==> src/rtl/usbf_ep_tx_stream_pkg.sv <==
// Shared USB PID constants and helpers for the IN-endpoint transmit path.
package usbf_ep_tx_stream_pkg;

  typedef logic [7:0] pid_t;

  localparam pid_t PID_DATA0 = 8'hC3;
  localparam pid_t PID_DATA1 = 8'h4B;
  localparam pid_t PID_NAK   = 8'h5A;
  localparam pid_t PID_STALL = 8'h1E;

  function automatic pid_t data_pid(input logic toggle);
    return toggle ? PID_DATA1 : PID_DATA0;
  endfunction

endpackage

==> src/rtl/usbf_ep_tx_stream_if.sv <==
// PID request plus data stream between the endpoint buffer (master) and the SIE transmitter (slave).
interface usbf_ep_tx_stream_if;
  import usbf_ep_tx_stream_pkg::*;

  logic       tx_valid;
  pid_t       tx_pid;
  logic       tx_accept;
  logic       data_valid;
  logic       data_strb;
  logic [7:0] data;
  logic       data_last;
  logic       data_accept;

  modport master (
    output tx_valid, tx_pid, data_valid, data_strb, data, data_last,
    input  tx_accept, data_accept
  );

  modport slave (
    input  tx_valid, tx_pid, data_valid, data_strb, data, data_last,
    output tx_accept, data_accept
  );

endinterface

==> src/rtl/usbf_ep_tx_ram.sv <==
// DEPTH x 8 packet store: synchronous write, asynchronous read.
module usbf_ep_tx_ram #(
  parameter int DEPTH  = 64,
  parameter int ADDR_W = 6
) (
  input  logic              clk_i,
  input  logic              we_i,
  input  logic [ADDR_W-1:0] waddr_i,
  input  logic [7:0]        wdata_i,
  input  logic [ADDR_W-1:0] raddr_i,
  output logic [7:0]        rdata_o
);

  logic [7:0] mem_q [DEPTH];

  always_ff @(posedge clk_i) begin
    if (we_i) mem_q[waddr_i] <= wdata_i;
  end

  assign rdata_o = mem_q[raddr_i];

endmodule

==> src/rtl/usbf_ep_tx_stream.sv <==
// Single-packet IN-endpoint buffer: answers IN tokens with DATA0/1 + payload, NAK or STALL,
// and keeps the packet until the host ACKs it so retries resend identical bytes.
module usbf_ep_tx_stream
  import usbf_ep_tx_stream_pkg::*;
#(
  parameter int DEPTH  = 64,
  parameter int ADDR_W = 6
) (
  input  logic                 clk_i,
  input  logic                 rst_i,
  input  logic                 enable_i,
  input  logic                 wr_valid_i,
  input  logic [7:0]           wr_data_i,
  output logic                 wr_ready_o,
  input  logic                 commit_i,
  input  logic                 flush_i,
  input  logic                 stall_i,
  input  logic                 send_i,
  input  logic                 ack_i,
  input  logic                 retry_i,
  input  logic                 toggle_set_i,
  input  logic                 toggle_clr_i,
  usbf_ep_tx_stream_if.master  sie,
  output logic                 busy_o,
  output logic [ADDR_W:0]      level_o,
  output logic                 sent_o,
  output logic                 toggle_o
);

  typedef enum logic [2:0] {ST_IDLE, ST_HS, ST_REQ, ST_DATA, ST_HOLD} state_e;

  localparam logic [ADDR_W:0] DEPTH_L = (ADDR_W+1)'(DEPTH);
  localparam logic [ADDR_W:0] PTR_ONE = (ADDR_W+1)'(1);

  state_e          state_q, state_d;
  logic [ADDR_W:0] wr_ptr_q, wr_ptr_d, rd_ptr_q, rd_ptr_d;
  logic            committed_q, committed_d;
  logic            toggle_q, toggle_d;
  logic            sent_q, sent_d;
  pid_t            pid_q, pid_d;

  logic            wr_fire, stream_vld, zlp, last;
  logic [7:0]      ram_rdata;

  assign wr_ready_o = !committed_q && (wr_ptr_q < DEPTH_L);
  assign wr_fire    = enable_i && !flush_i && wr_valid_i && wr_ready_o;
  assign stream_vld = (state_q == ST_REQ) || (state_q == ST_DATA);
  assign zlp        = (wr_ptr_q == '0);
  assign last       = zlp || (rd_ptr_q == wr_ptr_q - PTR_ONE);

  usbf_ep_tx_ram #(.DEPTH(DEPTH), .ADDR_W(ADDR_W)) u_ram (
    .clk_i   (clk_i),
    .we_i    (wr_fire),
    .waddr_i (wr_ptr_q[ADDR_W-1:0]),
    .wdata_i (wr_data_i),
    .raddr_i (rd_ptr_q[ADDR_W-1:0]),
    .rdata_o (ram_rdata)
  );

  // Stream is presented already in REQ so the SIE can spot a ZLP at PID accept.
  assign sie.tx_valid   = (state_q == ST_HS) || (state_q == ST_REQ);
  assign sie.tx_pid     = sie.tx_valid ? pid_q : '0;
  assign sie.data_valid = stream_vld;
  assign sie.data_strb  = stream_vld && !zlp;
  assign sie.data       = (stream_vld && !zlp) ? ram_rdata : '0;
  assign sie.data_last  = stream_vld && last;

  assign busy_o   = (state_q != ST_IDLE);
  assign level_o  = wr_ptr_q;
  assign sent_o   = sent_q;
  assign toggle_o = toggle_q;

  always_comb begin
    state_d     = state_q;
    wr_ptr_d    = wr_ptr_q;
    rd_ptr_d    = rd_ptr_q;
    committed_d = committed_q;
    toggle_d    = toggle_q;
    pid_d       = pid_q;
    sent_d      = 1'b0;

    if (wr_fire)  wr_ptr_d    = wr_ptr_q + PTR_ONE;
    if (commit_i) committed_d = 1'b1;

    case (state_q)
      ST_IDLE: begin
        if (send_i) begin
          if (stall_i) begin
            pid_d   = PID_STALL;
            state_d = ST_HS;
          end else if (!committed_q) begin
            pid_d   = PID_NAK;
            state_d = ST_HS;
          end else begin
            pid_d    = data_pid(toggle_q);
            rd_ptr_d = '0;
            state_d  = ST_REQ;
          end
        end
      end
      ST_HS: begin
        if (sie.tx_accept) state_d = ST_IDLE;
      end
      ST_REQ, ST_DATA: begin
        if (state_q == ST_REQ && sie.tx_accept) state_d = ST_DATA;
        if (sie.data_accept) begin
          rd_ptr_d = rd_ptr_q + PTR_ONE;
          if (last) state_d = ST_HOLD;
        end
      end
      ST_HOLD: begin
        if (ack_i) begin
          wr_ptr_d    = '0;
          rd_ptr_d    = '0;
          committed_d = 1'b0;
          toggle_d    = !toggle_q;
          sent_d      = 1'b1;
          state_d     = ST_IDLE;
        end else if (retry_i) begin
          rd_ptr_d = '0;
          state_d  = ST_IDLE;
        end
      end
      default: state_d = ST_IDLE;
    endcase

    if (toggle_clr_i) toggle_d = 1'b0;
    if (toggle_set_i) toggle_d = 1'b1;

    if (flush_i) begin
      state_d     = ST_IDLE;
      wr_ptr_d    = '0;
      rd_ptr_d    = '0;
      committed_d = 1'b0;
      sent_d      = 1'b0;
    end

    if (!enable_i) begin
      state_d     = ST_IDLE;
      wr_ptr_d    = '0;
      rd_ptr_d    = '0;
      committed_d = 1'b0;
      toggle_d    = 1'b0;
      sent_d      = 1'b0;
      pid_d       = '0;
    end
  end

  always_ff @(posedge clk_i or posedge rst_i) begin
    if (rst_i) begin
      state_q     <= ST_IDLE;
      wr_ptr_q    <= '0;
      rd_ptr_q    <= '0;
      committed_q <= 1'b0;
      toggle_q    <= 1'b0;
      sent_q      <= 1'b0;
      pid_q       <= '0;
    end else begin
      state_q     <= state_d;
      wr_ptr_q    <= wr_ptr_d;
      rd_ptr_q    <= rd_ptr_d;
      committed_q <= committed_d;
      toggle_q    <= toggle_d;
      sent_q      <= sent_d;
      pid_q       <= pid_d;
    end
  end

endmodule
==> src/flat_wrapper.sv <==
// flat-port wrapper written by rule: the top's interface ports become plain ports
module usbf_ep_tx_stream_flat import usbf_ep_tx_stream_pkg::*;
#(
  parameter int DEPTH  = 64,
  parameter int ADDR_W = 6
)
  (clk_i, rst_i, enable_i, wr_valid_i, wr_data_i, wr_ready_o, commit_i, flush_i, stall_i, send_i, ack_i, retry_i, toggle_set_i, toggle_clr_i, busy_o, level_o, sent_o, toggle_o, sie_tx_valid, sie_tx_pid, sie_data_valid, sie_data_strb, sie_data, sie_data_last, sie_tx_accept, sie_data_accept);
  usbf_ep_tx_stream_if sie_i ();
  input  logic clk_i;
  input  logic rst_i;
  input  logic enable_i;
  input  logic wr_valid_i;
  input  logic [7:0] wr_data_i;
  output logic wr_ready_o;
  input  logic commit_i;
  input  logic flush_i;
  input  logic stall_i;
  input  logic send_i;
  input  logic ack_i;
  input  logic retry_i;
  input  logic toggle_set_i;
  input  logic toggle_clr_i;
  output logic busy_o;
  output logic [ADDR_W:0] level_o;
  output logic sent_o;
  output logic toggle_o;
  output wire logic [$bits(sie_i.tx_valid)-1:0] sie_tx_valid;
  output wire logic [$bits(sie_i.tx_pid)-1:0] sie_tx_pid;
  output wire logic [$bits(sie_i.data_valid)-1:0] sie_data_valid;
  output wire logic [$bits(sie_i.data_strb)-1:0] sie_data_strb;
  output wire logic [$bits(sie_i.data)-1:0] sie_data;
  output wire logic [$bits(sie_i.data_last)-1:0] sie_data_last;
  input wire logic [$bits(sie_i.tx_accept)-1:0] sie_tx_accept;
  input wire logic [$bits(sie_i.data_accept)-1:0] sie_data_accept;
  assign sie_tx_valid = sie_i.tx_valid;
  assign sie_tx_pid = sie_i.tx_pid;
  assign sie_data_valid = sie_i.data_valid;
  assign sie_data_strb = sie_i.data_strb;
  assign sie_data = sie_i.data;
  assign sie_data_last = sie_i.data_last;
  assign sie_i.tx_accept = sie_tx_accept;
  assign sie_i.data_accept = sie_data_accept;
  usbf_ep_tx_stream #(.DEPTH(DEPTH), .ADDR_W(ADDR_W)) u_core (.clk_i(clk_i), .rst_i(rst_i), .enable_i(enable_i), .wr_valid_i(wr_valid_i), .wr_data_i(wr_data_i), .wr_ready_o(wr_ready_o), .commit_i(commit_i), .flush_i(flush_i), .stall_i(stall_i), .send_i(send_i), .ack_i(ack_i), .retry_i(retry_i), .toggle_set_i(toggle_set_i), .toggle_clr_i(toggle_clr_i), .sie(sie_i), .busy_o(busy_o), .level_o(level_o), .sent_o(sent_o), .toggle_o(toggle_o));
endmodule
==> config.mk <==
export PLATFORM = sky130hd
export DESIGN_NAME = usbf_ep_tx_stream_flat
export DESIGN_NICKNAME = d
export VERILOG_FILES = /design/src/rtl/usbf_ep_tx_stream_pkg.sv /design/src/rtl/usbf_ep_tx_stream_if.sv /design/src/rtl/usbf_ep_tx_ram.sv /design/src/rtl/usbf_ep_tx_stream.sv /design/src/flat_wrapper.sv
export SDC_FILE = /design/constraint.sdc
export NUM_CORES = 1
export LEC_CHECK = 0
export BUFFER_PORTS_ARGS = -buffer_cell sky130_fd_sc_hd__buf_4
export CAP_MARGIN = 20
export CORE_MARGIN = 8
export CORE_UTILIZATION = 62
export DETAILED_ROUTE_END_ITERATION = 7
export PLACE_DENSITY_LB_ADDON = 0.15
export SETUP_SLACK_MARGIN = 0.02
export SLEW_MARGIN = 10
export SYNTH_ARGS = -nofsm -noshare
export SYNTH_HDL_FRONTEND = slang
export SYNTH_SLANG_ARGS = --single-unit
export TNS_END_PERCENT = 30
==> constraint.sdc <==
create_clock -name clk_i -period 2.8 [get_ports clk_i]
set_input_delay 0.7 -clock clk_i [delete_from_list [all_inputs] [get_ports clk_i]]
set_output_delay 0.7 -clock clk_i [all_outputs]
set_load 0.005 [all_outputs]
* Word level (Yosys, flattened, before mapping)
Memories as Yosys holds them, arrays and structs flattened.
Cells that the tools add are included.
** Storage, ports and cells
- Bits in writable memories :: 512
- Input port bits :: 22
- Memories kept :: 1
- Flip-flop bits (word level) :: 28
** Operators by class
- Order comparisons :: 1
- Reductions and logical operators :: 22
- Equal/unequal tests :: 16
- Multiplexer cells :: 50
- $add $sub $neg :: 3
** Memory list
- u_core.u_ram.mem_q :: words 64, width 8, rd ports 1, clocked after memory_dff 0, wr ports 1, RTL line usbf_ep_tx_ram.sv:14 : logic [7:0] mem_q [DEPTH];
** Operators by type and width (number)
- 7-bit 2-to-1 mux :: 13
- 8-bit 2-to-1 mux :: 8
- 3-bit 2-to-1 mux :: 10
- 7-bit one-hot mux with 3 select lines :: 1
- 1-bit 2-to-1 mux :: 16
- 4-bit inequality test (second input constant) :: 4
- 7-bit by 1-bit adder with 7-bit output (second input constant) :: 2
- 3-bit one-hot mux with 4 select lines :: 1
- 4-bit by 1-bit inequality test with 1-bit output (second input constant) :: 2
- 7-bit == test :: 1
- 1-bit logical AND :: 7
- 7-bit zero test :: 1
- 7-bit less-than comparator (second input constant) :: 1
- 7-bit by 1-bit subtractor with 7-bit output (second input constant) :: 1
- 3-bit by 2-bit == test with 1-bit output (second input constant) :: 2
- 6-bit AND reduction :: 1
- 5-bit by 1-bit inequality test with 1-bit output (second input constant) :: 1
- 5-bit inequality test (second input constant) :: 1
- 1-bit zero test :: 4
- 2-bit by 1-bit inequality test with 1-bit output (second input constant) :: 2
- 4-bit by 3-bit inequality test with 1-bit output (second input constant) :: 1
- 2-bit AND reduction :: 2
- 3-bit by 1-bit == test with 1-bit output (second input constant) :: 1
- 3-bit == test (second input constant) :: 1
- 6 further kinds :: 8

* Depth between registers and ports, before layout
Gate-level depths: netlist of the first run.
- Depth after elaboration :: 9
- Depth in mapped cells :: 9
- Mapped depth without buffers :: 8

* Modules after synthesis
From an unflattened synthesis of the first run, not the netlist that was laid out.
** Unflattened totals
- Cell total of the unflattened synthesis :: 1126
- Area total of the unflattened synthesis :: 21709.6 µm²
** Modules (own cells, without submodules)
- usbf_ep_tx_ram :: cells an instance 932, times used 1, seq. area each 15374.7 µm², area each 20006.7 µm²
- usbf_ep_tx_stream :: cells an instance 194, times used 1, seq. area each 675.6 µm², area each 1702.9 µm²

* Worst setup path after synthesis of the first run
Ideal clock, no wire load.
- Path type :: register to output
- Start point :: register u_core.wr_ptr_q[0] (netlist: u_core.level_o[0])
- End point :: output port sie_data[6]
- Arrival :: 1997 ps
- Slack :: 103 ps
- Stages on the path, launching flop included :: 10
- Path through :: dfrtp_1 inv_1 ha_1 or4b_4 o21ai_2 inv_2 and3_1 buf_2 a22oi_1 o221ai_1
** Between the ends
- Word-level cells in the longest chain between the ends :: 4
** RTL lines
- start, declared :: RTL line usbf_ep_tx_stream.sv:36 : logic [ADDR_W:0] wr_ptr_q, wr_ptr_d, rd_ptr_q, rd_ptr_d;
- start signal, assigned :: RTL line usbf_ep_tx_stream.sv:160 : wr_ptr_q <= wr_ptr_d;
- 7-bit zero test :: RTL line usbf_ep_tx_stream.sv:48 : assign zlp = (wr_ptr_q == '0);
- 1-bit zero test
- 1-bit logical AND
- via sie_data_strb :: RTL line flat_wrapper.sv:30 : output wire logic [$bits(sie_i.data_strb)-1:0] sie_data_strb;
- 8-bit 2-to-1 mux :: RTL line usbf_ep_tx_stream.sv:65 : assign sie.data = (stream_vld && !zlp) ? ram_rdata : '0;
- end, declared :: RTL line flat_wrapper.sv:31 : output wire logic [$bits(sie_i.data)-1:0] sie_data;
The timed path passes the listed nets, and every way through them passes these cells.

* Worst setup path in the final report of the first run
- Start point :: register u_core.rd_ptr_q[0]
- End point :: output port sie_data[5]
** Between the ends
- Word-level cells in the longest chain between the ends :: 2
** RTL lines
- start, declared :: RTL line usbf_ep_tx_stream.sv:36
- start signal, assigned :: RTL line usbf_ep_tx_stream.sv:161 : rd_ptr_q <= rd_ptr_d;
- memory 64 x 8 bit
- 8-bit 2-to-1 mux :: RTL line usbf_ep_tx_stream.sv:65
No other way between the ends.

==> metrics.yaml, run 1 <==
async_reset_ff_share_pct: 5.01
routed-via-count: 11500
netlist_area_sq_um: 21300
cts_tree: "yes"
max-clock-path-buffers: 3
ir_drop_uv: 584
fmax_mhz: 278
synth_most_common_cell: "edfxtp_1"
cts_root_buffer: "clkbuf_16"
cpPeakStageDelay_ns: 0.51
layout.nets: 1329
antenna_cells: 0
synthCells: 1086
die_area_sq_um: 40600
io-pin-count: 53
routed_wl_microns: 49700
grt_pass1_vias: 11800
cp_num_buf_inv: 4
violations: "negative setup slack"
die_y_microns: 202
crit_path_start_kind: "flop"
outcome: "finished, violations left"
ys.flop_type: "edfxtp_1"
ys_seq_elements: 539
synth_common_cells: "512 x edfxtp_1, 124 x mux4_2, 96 x nor2_1"
hold_viol_final: 0
core_sq_um: 34200
drc_errors: 0
grt_overflow: 0
worst_pin_slew_ns: 0.791
leakage_nw: 8.49
fin_util_pct: 74.8
synth_nets: 1112
endpoint_kind: "output port"
hpwlAfterDp_microns: 29500
cp_common_cell: "buf_6"
cp_max_fo: 8
fillers: 1959
fin_crit_sh_pct: 129
track_usage_pct: 24.6
avgSynthCellArea_sq_um: 19.6
synth_cell_types: 54
setup-violations-final: 10
cp_top_family: "compound AO/OA/AOI/OAI gates"
drv_cap: 0
cp_cell_sequence: "buf_6, buf_16, buf_6, mux4_2, a22o_1, a221oi_2, o221ai_2, buf_4"
io_buffers: 51
ant_nets: 0
antenna_found_initial: 0
grt_max_degree: 65
path_clk_slew_ns: 0.06
place_congestion: 0.858
std_cell_rows: 68
synth_edf_count: 512
crit_arrival_ns: 2.90
slowest_stage: "mux4_2"
slew_violations: 0
synth.top_cell.area_share_pct: 72.1
start_util_pct: 62.4
critPathCapture: "sie_data[5]"
power.density_nw_per_um2: 626
synth_area_leaders: "edfxtp_1 72%, mux4_2 13%, dfrtp_1 3.2%, nor2_1 1.7%, a22oi_1 1.5%"
cts_buffers: 51
drive_gt1_share_pct: 36.9
cts.sinks: 539
rrSetupSlack_ns: 0.35
hold_class: "input port to asynchronous set/reset pin"
yosysSeqAreaShare_pct: 75.2
rsz0062_at_grt: "true"
detailedPlace.worstSlack_ns: -0.375
r2r_start: "u_core.level_o[0]"
finalCriticalPeriod_ns: 3.60
r2r_cells: 9
die_x_microns: 202
critPathRequiredTime_ns: 2.10
vias_per_cell: 6.40
ctsHoldBuffers: 0
crit_type: "flop to output port"
clk_latency_ns: 0.58
drt_iter0_drc: 982
synth_warnings: 0
fin_skew_ns: 0.0169
grt_pass1_wl_microns: 74300
wl_per_cell_microns: 27.6
setup_slack_ns: -0.801
crit_start: "u_core.rd_ptr_q[0]"
yosysTopAreaCell: "edfxtp_1"
cts_max_level: 2
area_delta_synth_final_pct: 19.9
cp.depth: 8
rr_endpoint: "u_core.state_q[0]"
dr.pass1.iters: 5
slew_headroom_pct: 47.2
[metal layers]
metal  vias up  global-route usage [%]  share of wire, %
li1       4885                       -                 -
met1      5922                    34.9                40
met2       595                    38.1                48
met3       114                    4.49               8.6
met4         0                    9.60               3.9
met5         -                       0                 0
[power by group]
| part | switching [mW] | leakage [nW] | internal [mW] |
|---|---|---|---|
| sequential | 0.00736 | 4.97 | 8.83 |
| clock | 2.90 | 0.822 | 3.99 |
| combinational | 0.201 | 2.70 | 0.0760 |
[per-stage QoR]
step                cells  hold slack [ns]  TNS (ns)  power [mW]  cell area [sq um]
floorplan            1086            0.456         0        9.09              21300
finish               1800            0.240     -7.09        16.0              25600
detailed placement   1694            0.473     -2.64        9.29              23500
global placement     1694            0.464     -2.53        9.28              23500
CTS                  1801            0.237     -7.52        16.1              25500
global route         1800            0.284     -7.87        16.4              25600
[logic make-up (layout without fill, tap and decap cells)]
kind of cell,count (synthesis),count (layout),share of synthesized area (%)
flops,539,539,75.2
simple gates,199,199,4.24
mux,133,133,13.5
compound gates,125,125,4.43
buf+inv,70,329,1.69
xor+xnor,15,15,0.616
fa+ha+maj,4,4,0.235
other cells,1,1,0.0176
[layout make-up]
class	count	area, sq um	share of cell area (%)
clock buffer	56	1290	5.06
clock inverter	39	379	1.48
inverter	6	22.5	0.0880
multi-input combinational	477	5170	20.2
sequential	539	16100	62.8
tap	455	569	2.23
timing repair buffer	228	2090	8.16
[layout by cell type (no fill, tap or decap), types with 4 or more instances in the layout]
master,count
clkinvlp_4,4
ha_1,4
clkbuf_16,52
nor2_1,93
nand2_1,37
buf_4,196
mux4_2,124
dfrtp_1,25
nand2_2,5
a221oi_2,6
a22oi_1,19
a22oi_2,23
and2_1,12
nand3b_1,5
a21oi_1,6
nor3_1,5
bufinv_16,7
buf_6,6
clkinv_2,15
o221ai_2,5
and3_1,5
xnor2_1,7
nand4_1,5
edfxtp_1,512
nor2b_1,5
clkinv_1,10
o21ai_0,16
buf_12,22
clkbuf_1,5
mux2i_1,6
nand3_1,8
a22o_1,24
inv_1,5
xor2_1,8
[worst min path at each step]
| stage | slack (ns) | to | cells after the start |
|---|---|---|---|
| floorplan | 0.46 | u_core.pid_q[1] | 1 |
| global placement | 0.46 | u_core.pid_q[1] | 1 |
| detailed placement | 0.47 | u_core.pid_q[1] | 1 |
| CTS | 0.24 | u_core.sent_o | 2 |
| global route | 0.28 | u_core.toggle_o | 2 |
| finish | 0.24 | u_core.sent_o | 2 |
[what timing repair did]
action	CTS	global route
buffers inserted	10	1
endpoints found under the setup margin	10	10
pin swaps	13	21
gates cloned	2	1
resized for setup	37	29
[registers in the layout, summed over array words and instances (netlist names)]
signal	count
u_core.level_o	7
u_core.rd_ptr_q	7
u_core.sent_o	1
u_core.u_ram.mem_q	512
u_core.pid_q	7
u_core.state_q	3
u_core.toggle_o	1
u_core.committed_q	1
Note: power is estimated with default switching activity, not from simulation.
==> inputs of run 2 (changes only) <==
--- a/config.mk
+++ b/config.mk
@@ -10,3 +10,4 @@
 export CORE_MARGIN = 8
-export CORE_UTILIZATION = 62
+export CORE_UTILIZATION = 65
+export CTS_BUF_LIST = sky130_fd_sc_hd__clkbuf_8
 export DETAILED_ROUTE_END_ITERATION = 7
==> constraint.sdc (replaced) <==
create_clock -name clk_i -period 2.8 [get_ports clk_i]
set_input_delay 0.28 -clock clk_i [delete_from_list [all_inputs] [get_ports clk_i]]
set_output_delay 0.28 -clock clk_i [all_outputs]
set_load 0.005 [all_outputs]
==> metrics.yaml, run 2 (synthesis gave the netlist of run 1 again) <==
crit_path_start_kind: "flop"
switching_share_pct: 20.7  # +1.3 points
whs_path_depth: 4
critPathRequiredTime_ns: 2.52  # +0.42 ns
io-pin-count: 53  # unchanged
rsz0062_at_grt: "true"
r2r_start: "u_core.level_o[6]"
rr_endpoint: "u_core.u_ram.mem_q[23][5]"
power_mw: 14.9  # -7.0%
place_congestion: 0.828  # -3.5%
intPower_mw: 11.8  # -8.5%
slew_violations: 0  # unchanged
fin_crit_sh_pct: 115  # -13 points
cts_tree: "yes"
layout.nets: 1344  # +1.1%
holdPathEnd: "u_core.state_q[0]"
violations: "negative setup slack"
cts_buffers: 81  # +59%
grt_max_degree: 65  # unchanged
cp_num_buf_inv: 5  # +1
cp_cell_sequence: "buf_12, buf_12, buf_6, mux4_2, a22oi_2, nand2_2, a22oi_2, buf_4, o221ai_2, buf_4"
drt_iter0_drc: 1193  # +21%
setup_slack_ns: -0.426  # +0.375 ns
cp_top_family: "buffers and inverters"
slew_headroom_pct: 40.1  # -7.1 points
die_area_sq_um: 38900  # -4.3%
fmax_mhz: 310  # +12%
clkPwrFrac_pct: 38.7  # -4.3 points
slowest_stage: "dfrtp_4"
drc_errors: 0  # unchanged
grt_overflow: 0  # unchanged
cts_max_level: 3  # +1
fin_skew_ns: 0.0283  # +0.0113 ns
core_sq_um: 32500  # -5.1%
dr.pass1.iters: 5  # unchanged
worst_pin_slew_ns: 0.897  # +0.105 ns
power.density_nw_per_um2: 588  # -6.1%
grt_pass1_wl_microns: 73400  # -1.2%
hold_class: "input port to flop"
path_clk_slew_ns: 0.05  # about the same
antenna_found_initial: 0  # unchanged
area_delta_synth_final_pct: 18.8
final_cell_mix: "512 x edfxtp_1, 168 x buf_4, 124 x mux4_2"
min-delay-start: "sie_tx_accept"
cts.sinks: 539  # unchanged
routed-via-count: 11700  # +1.3%
setup-violations-final: 9  # -1
largest_reg_flops: 512  # unchanged
max-clock-path-buffers: 3  # unchanged
crit_type: "flop to output port"
dpl-instance-area_sq_um: 23000  # -1.8%
routed_wl_microns: 49000  # -1.3%
finalCriticalPeriod_ns: 3.23  # -0.375 ns
final_common_cell: "edfxtp_1"
seq_power_share_pct: 59.4  # +4.2 points
cp_max_fo: 5  # -3
vias_per_cell: 6.40  # about the same
multi_input_area_sq_um: 5240  # +1.3%
drv_cap: 0  # unchanged
start_util_pct: 65.7  # +3.4 points
cpPeakStageDelay_ns: 0.53  # +0.02 ns
outcome: "finished, violations left"
leakage_nw: 8.43  # -0.73%
register_area_sq_um: 16100  # unchanged
die_x_microns: 197  # -2.1%
crit_arrival_ns: 2.95  # +0.05 ns
grt_pass1_vias: 11800  # -0.48%
clk_latency_ns: 0.62  # +0.04 ns
p_sw_mw: 3.09  # -0.63%
io_buffers: 51  # unchanged
tns_ns: -3.39  # +3.70 ns
hold_viol_final: 0  # unchanged
std_cell_rows: 66  # -2.9%
drive_gt1_share_pct: 36.1  # -0.82 points
ir_drop_uv: 544  # -6.9%
track_usage_pct: 25.6  # +1.0 points
whs_ns: 0.0415  # -0.198 ns
antenna_cells: 0  # unchanged
fillers: 1704  # -13%
r2r_cells: 7  # -2
ant_nets: 0  # unchanged
wl_per_cell_microns: 26.9  # -2.6%
endpoint_kind: "output port"
hpwlAfterDp_microns: 28300  # -4.3%
rrSetupSlack_ns: 0.24  # -0.11 ns
die_y_microns: 197  # -2.1%
cts_root_buffer: "clkbuf_8"
combPwrFrac_pct: 1.9  # +0.2 points
largest-register: "u_core.u_ram.mem_q"
stdcell_area_sq_um: 25300  # -0.95%
==> run 2: cell count changes in the layout (fill, tap and decap cells not counted), moves of 3 or more <==
cell / previous run / this run
clkbuf_16: 52 / 1
a22oi_1: 19 / 12
inv_1: 5 / 28
dlygate4sd3_1: 0 / 12
buf_12: 22 / 17
clkbuf_8: 0 / 84
buf_16: 3 / 6
clkinv_2: 15 / 7
buf_4: 196 / 168
clkbuf_1: 5 / 0
bufinv_16: 7 / 1
a22oi_2: 23 / 30
clkinv_1: 10 / 26
==> run 2: layout make-up <==
cell class / count / share of cell area (%)
clock buffer: 84 / 4.56
clock inverter: 62 / 1.16
inverter: 6 / 0.0889
multi-input combinational: 477 / 20.7
sequential: 539 / 63.4
tap: 442 / 2.18
timing repair buffer: 213 / 7.96
==> run 2: worst min-delay path, stage by stage <==
cell and delay, ns:
buf_4 0.08, nor2_1 0.04, nor2_1 0.08, a22o_1 0.12
==> run 2: worst max-delay path by stage <==
stage                        from     endpoint  slack (ns)  depth (start not counted)
3_5_place_dp   u_core.rd_ptr_q[0]  sie_data[4]       0.006                          7
6_report       u_core.rd_ptr_q[0]  sie_data[5]       -0.43                         10
2_1_floorplan   u_core.level_o[0]  sie_data[6]        0.52                          9
5_1_grt        u_core.rd_ptr_q[0]  sie_data[1]       -0.53                          9
4_1_cts        u_core.rd_ptr_q[0]  sie_data[3]       -0.43                         11
3_3_place_gp   u_core.rd_ptr_q[0]  sie_data[0]       0.004                          7
==> run 2: layer usage <==
layer / vias up / routed length [microns] / track usage [%]
met4: 0 / 1310 / 9.31
met5: - / 0 / 0
met2: 667 / 23600 / 38.9
met1: 5972 / 19400 / 36.6
li1: 4932 / - / -
met3: 97 / 4720 / 5.83
==> run 2: repair_timing <==
item,CTS,global route
hold endpoints to repair,33,0
gates resized for setup,62,18
setup buffers,14,7
gates cloned,5,1
pin swaps,22,10
endpoints found under the setup margin,9,9
hold buffers,12,0
==> run 2: through the flow <==
step           utilization [%]  worst slack, ns  instances
3_3_place_gp              71.0          0.00373       1639
4_1_cts                   77.5           -0.432       1816
3_5_place_dp              71.0          0.00551       1639
5_1_grt                   78.1           -0.529       1823
6_report                  78.1           -0.426       1823
2_1_floorplan                -            0.523       1086
==> run 2: power by group through the flow <==
stage               registers, mW  logic (mW)  clock network (mW)
floorplan                    9.01      0.0751                   0
global placement             9.01       0.254                   0
detailed placement           9.01       0.262                   0
CTS                          8.84       0.279                5.86
global route                 8.84       0.305                6.19
finish                       8.84       0.280                5.77
